`config.mk`:
```
export PLATFORM = sky130hd
export DESIGN_NAME = i2c_txn_arbiter
export DESIGN_NICKNAME = d
export VERILOG_FILES = /design/src/rtl/i2c_txn_arbiter.sv
export SDC_FILE = /design/constraint.sdc
export NUM_CORES = 1
export LEC_CHECK = 0
export BUFFER_PORTS_ARGS = -buffer_cell sky130_fd_sc_hd__clkbuf_2
export CAP_MARGIN = 20
export CORE_MARGIN = 10
export CORE_UTILIZATION = 30
export CTS_BUF_LIST = sky130_fd_sc_hd__clkbuf_8
export DETAILED_ROUTE_END_ITERATION = 12
export PLACE_DENSITY = 0.53
export RECOVER_POWER = 25
export SYNTH_ARGS = -nofsm -noshare
export SYNTH_HDL_FRONTEND = slang
export SYNTH_SLANG_ARGS = --single-unit
```
`constraint.sdc`:
```
create_clock -name clk -period 3.7 [get_ports clk]
set_input_delay 0.37 -clock clk [delete_from_list [all_inputs] [get_ports clk]]
set_output_delay 0.37 -clock clk [all_outputs]
set_load 0.005 [all_outputs]
```
`src/rtl/i2c_txn_arbiter.sv`:
```
// ---------------------------------------------------------------------------
// i2c_txn_arbiter
// Shares one I2C master controller between N_REQ requesters. A round-robin
// arbiter picks a requester, latches its command (direction, address, byte
// count) and drives the master's enable inputs. It then follows the
// transaction to completion. An address NACK causes a retry, up to MAX_RETRY
// extra attempts. A stuck launch or a stuck transfer is aborted after
// TO_LIMIT cycles.
//
// Ports
//   clk, rst    : clock, asynchronous active-high reset
//   req         : per-requester request level
//   req_rw      : per-requester direction (1 = read)
//   req_addr    : per-requester 7-bit slave address, requester i at [7i+6:7i]
//   req_nbyte   : per-requester byte count, requester i at [5i+4:5i]
//   gnt         : one-hot grant for the active transaction
//   done / err  : 1-cycle completion / failure pulse for the granted requester
//   m_ena       : enable to the master (high while launching)
//   m_rw, m_addr, m_nbyte : latched command for the master
//   m_abort     : 1-cycle pulse forcing the master back to idle
//   m_busy      : master is not idle
//   m_nack      : 1-cycle pulse, address ACK slot sampled high
//   m_done      : 1-cycle pulse, STOP condition finished
// ---------------------------------------------------------------------------
module i2c_txn_arbiter #(
  parameter int N_REQ     = 4,
  parameter int MAX_RETRY = 2,
  parameter int TO_W      = 16,
  parameter int TO_LIMIT  = 50000
) (
  input  logic               clk,
  input  logic               rst,
  input  logic [N_REQ-1:0]   req,
  input  logic [N_REQ-1:0]   req_rw,
  input  logic [7*N_REQ-1:0] req_addr,
  input  logic [5*N_REQ-1:0] req_nbyte,
  output logic [N_REQ-1:0]   gnt,
  output logic [N_REQ-1:0]   done,
  output logic [N_REQ-1:0]   err,
  output logic               m_ena,
  output logic               m_rw,
  output logic [6:0]         m_addr,
  output logic [4:0]         m_nbyte,
  output logic               m_abort,
  input  logic               m_busy,
  input  logic               m_nack,
  input  logic               m_done
);

  localparam int IW = (N_REQ > 1) ? $clog2(N_REQ) : 1;
  localparam int RW = (MAX_RETRY > 0) ? $clog2(MAX_RETRY + 1) : 1;
  localparam logic [TO_W-1:0] TO_LAST = TO_W'(TO_LIMIT - 1);

  typedef enum logic [2:0] {
    S_IDLE,
    S_ARB,
    S_LAUNCH,
    S_RUN,
    S_RELEASE
  } state_t;

  state_t          state_q;
  logic [IW-1:0]   last_q;
  logic [IW-1:0]   win_q;
  logic [RW-1:0]   retry_cnt_q;
  logic            nack_flag_q;
  logic [TO_W-1:0] to_cnt_q;
  logic            busy_q;

  logic            win_found_d;
  logic [IW-1:0]   win_idx_d;

  // Round-robin scan starting just after the previous winner.
  always_comb begin
    win_found_d = 1'b0;
    win_idx_d   = '0;
    for (int k = 1; k <= N_REQ; k++) begin
      if (!win_found_d && req[(int'(last_q) + k) % N_REQ]) begin
        win_found_d = 1'b1;
        win_idx_d   = IW'((int'(last_q) + k) % N_REQ);
      end
    end
  end

  wire busy_rise = m_busy && !busy_q;
  wire to_expire = (to_cnt_q == TO_LAST);

  always_ff @(posedge clk or posedge rst) begin
    if (rst) begin
      state_q     <= S_IDLE;
      last_q      <= IW'(N_REQ - 1);
      win_q       <= '0;
      retry_cnt_q <= '0;
      nack_flag_q <= 1'b0;
      to_cnt_q    <= '0;
      busy_q      <= 1'b0;
      gnt         <= '0;
      done        <= '0;
      err         <= '0;
      m_ena       <= 1'b0;
      m_rw        <= 1'b0;
      m_addr      <= '0;
      m_nbyte     <= '0;
      m_abort     <= 1'b0;
    end else begin
      busy_q  <= m_busy;
      done    <= '0;
      err     <= '0;
      m_abort <= 1'b0;

      // Saturating attempt timer; entry into LAUNCH/RUN below overrides it.
      if ((state_q == S_LAUNCH || state_q == S_RUN) && to_cnt_q != '1) begin
        to_cnt_q <= to_cnt_q + 1'b1;
      end

      case (state_q)
        S_IDLE: begin
          if (|req) state_q <= S_ARB;
        end

        S_ARB: begin
          // The request may have been withdrawn during the arbitration cycle.
          if (win_found_d) begin
            win_q       <= win_idx_d;
            gnt         <= N_REQ'(1) << win_idx_d;
            m_rw        <= req_rw[win_idx_d];
            m_addr      <= req_addr[win_idx_d*7 +: 7];
            m_nbyte     <= req_nbyte[win_idx_d*5 +: 5];
            retry_cnt_q <= '0;
            nack_flag_q <= 1'b0;
            to_cnt_q    <= '0;
            m_ena       <= 1'b1;
            state_q     <= S_LAUNCH;
          end else begin
            state_q <= S_IDLE;
          end
        end

        S_LAUNCH: begin
          // A master already busy on entry does not count; wait for a new rise.
          if (busy_rise) begin
            m_ena       <= 1'b0;
            to_cnt_q    <= '0;
            nack_flag_q <= 1'b0;
            state_q     <= S_RUN;
          end else if (to_expire) begin
            m_ena       <= 1'b0;
            m_abort     <= 1'b1;
            err[win_q]  <= 1'b1;
            gnt         <= '0;
            state_q     <= S_RELEASE;
          end
        end

        S_RUN: begin
          // m_done takes precedence over timeout; a NACK in the same cycle
          // as m_done still counts as a NACK.
          if (m_done) begin
            if (nack_flag_q || m_nack) begin
              if (retry_cnt_q < RW'(MAX_RETRY)) begin
                retry_cnt_q <= retry_cnt_q + 1'b1;
                nack_flag_q <= 1'b0;
                to_cnt_q    <= '0;
                m_ena       <= 1'b1;
                state_q     <= S_LAUNCH;
              end else begin
                err[win_q] <= 1'b1;
                gnt        <= '0;
                state_q    <= S_RELEASE;
              end
            end else begin
              done[win_q] <= 1'b1;
              gnt         <= '0;
              state_q     <= S_RELEASE;
            end
          end else begin
            if (m_nack) nack_flag_q <= 1'b1;
            if (to_expire) begin
              m_abort    <= 1'b1;
              err[win_q] <= 1'b1;
              gnt        <= '0;
              state_q    <= S_RELEASE;
            end
          end
        end

        S_RELEASE: begin
          last_q  <= win_q;
          state_q <= S_IDLE;
        end

        default: state_q <= S_IDLE;
      endcase
    end
  end

endmodule
```
==> results.tsv <==
metric	value	unit
ys_warn_count	0	
ys_ff_latch	54	
vdd.ir_drop.worst	0.198	mV
grt-ovfl-total	0	
syn_nets	365	
synthArstFlopShare	1.00	
crit_chain	nand2b_1 > a21bo_1 > and3_1 > a211oi_1 > a211oi_1	
setup_ws	1.44	ns
pwr-share-clk	0.154	
yosys.area.top_type_share	0.449	
grt_pass1_wl	13400	microns
synth-xor-area-share	0.0423	
drt-initial-drc-count	117	
vias_per_cell	4.93	
yosys-top-cells-count	dfrtp_1 (52), nor2_1 (46), a211oi_1 (27)	
path_class	reg -> reg	
cts_max_level	2	
cts_tree	built	
syn_to_final_growth	23.8	%
synth-simple-area-share	0.217	
firstDrtPassIters	4	
synth_top_family_by_area	simple AND/OR/NAND/NOR gates	
dp_hpwl	6210	microns
syn_inst	303	
coreArea	0.00933	sq mm
cp-start-kind	register	
synth-compound-area-share	0.158	
sw_frac_of_total	0.398	
slowest_delay	0.66	ns
holdCritPathClass	in -> reg	
synthMuxAreaShare	0.0638	
drv_cap	0	
endpoint_kind	register	
cts.sinks	54	
drv_slew	0	
hold_viol_final	0	
postLayoutCoreUtil	0.385	
netlist-cell-type-count	47	
hold_slack	0.179	ns
synth-edff-count	0	
insertion_delay	0.31	ns
p_per_area	586	mW/mm^2
fmax	0.442	GHz
antenna_found_initial	0	
layout-drive-gt1-share	0.297	
portBuffers	87	
rows	35	
routedWlPerCell	15.5	microns
switching_power	0.838	mW
period_needed	2.26	ns
arrival	2.48	ns
dr_total_vias	2562	
p_int	1.27	mW
ant_nets	0	
cts-root-buf	clkbuf_8	
power_frac_comb	0.430	
die_h	118	microns
post-place-ws	1.28	ns
clk_pin_slew	0.10	ns
ios	88	
fin_crit_sh	0.612	
finalSetupTns	0	ns
cts_setup_buffers	0	
crit_slowest_cell	and3_1	
synth.cell_area	0.00290	sq mm
antenna_cells	0	
wirelength	8080	microns
grt_usage	0.113	
crit_fanout	16	
ys.flop_type	dfrtp_1	
worst_slew_pin_slew	0.801	ns
pwr-share-seq	0.416	
worst_path_most_repeated_cell	a211oi_1	
yosys.area.top_type	dfrtp_1	
synth_adder_area_share	0.00431	
required	3.92	ns
clock_path_buffers	2	
floorplan.initialDensity	0.311	
synth_most_common_cell	dfrtp_1	
leakage	1.71	nW
grt_setup_unrepaired	false	
first_global_vias	2668	
slew-limit-headroom	0.461	
setup_viol_count_final	0	
skew	0.0116	ns
cts_inserted_buffers	5	
status	completed	
place.gp.congestion	0.870	
synth.area.top_cells	dfrtp_1 (45%), a211oi_1 (7.0%), nor2_1 (6.0%)	
grt_max_degree	50	
nets	452	
ys_seq_area_frac	0.467	
fp.dieW	118	microns
syn_area_per_cell	9.57	sq um
remaining_drc_errors	0	
die_area	0.0140	sq mm
-- power groups by stage --
stage               Combinational [mW]  Sequential, mW  Clock [mW]
floorplan                        0.624           0.863           0
global placement                 0.901           0.884           0
detailed placement               0.915           0.888           0
CTS                              0.919           0.876       0.344
global route                      1.02           0.898       0.362
finish                           0.904           0.875       0.325
-- sequential cells by signal, summed over array words and instances, names as in the netlist, 2 cells and up --
signal and count:
done 4, err 4, gnt 4, last_q 2, m_addr 7, m_nbyte 5, retry_cnt_q 2, state_q 3
to_cnt_q 16, win_q 2
-- what timing repair did --
| item | in CTS | in global routing |
|---|---|---|
| resized for setup | 0 | 0 |
| hold buffers | 0 | 1 |
| hold endpoints to repair | 0 | 6 |
-- kinds of logic (layout without fill, tap and decap cells) --
group / after synthesis / after routing
DFF: 54 / 54
muxes: 18 / 18
and+or+nand+nor: 118 / 118
xor gates and xnor gates: 14 / 14
AOI/OAI and AO/OA: 64 / 64
buffers and inverters: 34 / 122
adders and majority gates: 1 / 1
-- placed cells by master, fill, tap and decap left out, drive strengths merged, types with 3 or more instances in the layout --
cell,n
a211oi,27
a21oi,4
a311oi,3
a31oi,16
and3,3
and4,3
buf,7
clkbuf,92
dfrtp,52
inv,21
mux2,4
mux2i,14
nand2,13
nand2b,7
nand3,7
nand4,9
nor2,47
nor2b,3
nor3,8
nor3b,4
nor4,4
o21ai,4
xnor2,7
xor2,7
-- final cells by class --
cell class | instances | area (sq um)
clock buffers | 5 | 68.8
clock inverters | 3 | 17.5
fillers | 963 | 5740
inverters | 19 | 71.3
multi-input cells | 215 | 1410
flip-flops and latches | 54 | 1350
well taps | 129 | 161
repair buffers | 95 | 509
-- per-stage QoR --
| stage | std cells | area [sq um] | power, mW |
|---|---|---|---|
| floorplan | 303 | 2900 | 1.49 |
| global placement | 509 | 3470 | 1.79 |
| detailed placement | 509 | 3470 | 1.80 |
| CTS | 517 | 3550 | 2.14 |
| global route | 520 | 3590 | 2.28 |
| finish | 520 | 3590 | 2.10 |
-- final timing paths --
check,from,to,slack (ns),depth (start not counted)
hold reg to reg,m_ena,m_ena,0.49,1
hold / removal,m_busy,busy_q,0.18,1
max in group asynchronous,rst,to_cnt_q[12],2.48,5
setup / recovery,last_q[0],m_nbyte[0],1.44,5
setup reg to reg,last_q[0],m_nbyte[0],1.44,5
min in group asynchronous,rst,gnt[3],0.52,3
-- critical path, delay by kind of cell, from the launching register on --
kind               cells  cell delay, ns
AOI/OAI and AO/OA      3            0.86
DFF                    1            0.55
and+or+nand+nor        2            0.78
-- metal layers --
layer | track usage | vias to the layer above | wire, microns
met5 | 0 | - | 0
met2 | 0.208 | 65 | 4300
li1 | - | 1272 | -
met1 | 0.128 | 1219 | 3290
met4 | 0.0371 | 0 | 82
met3 | 0.0219 | 6 | 396
No activity file was read; power rests on OpenSTA's default activity.
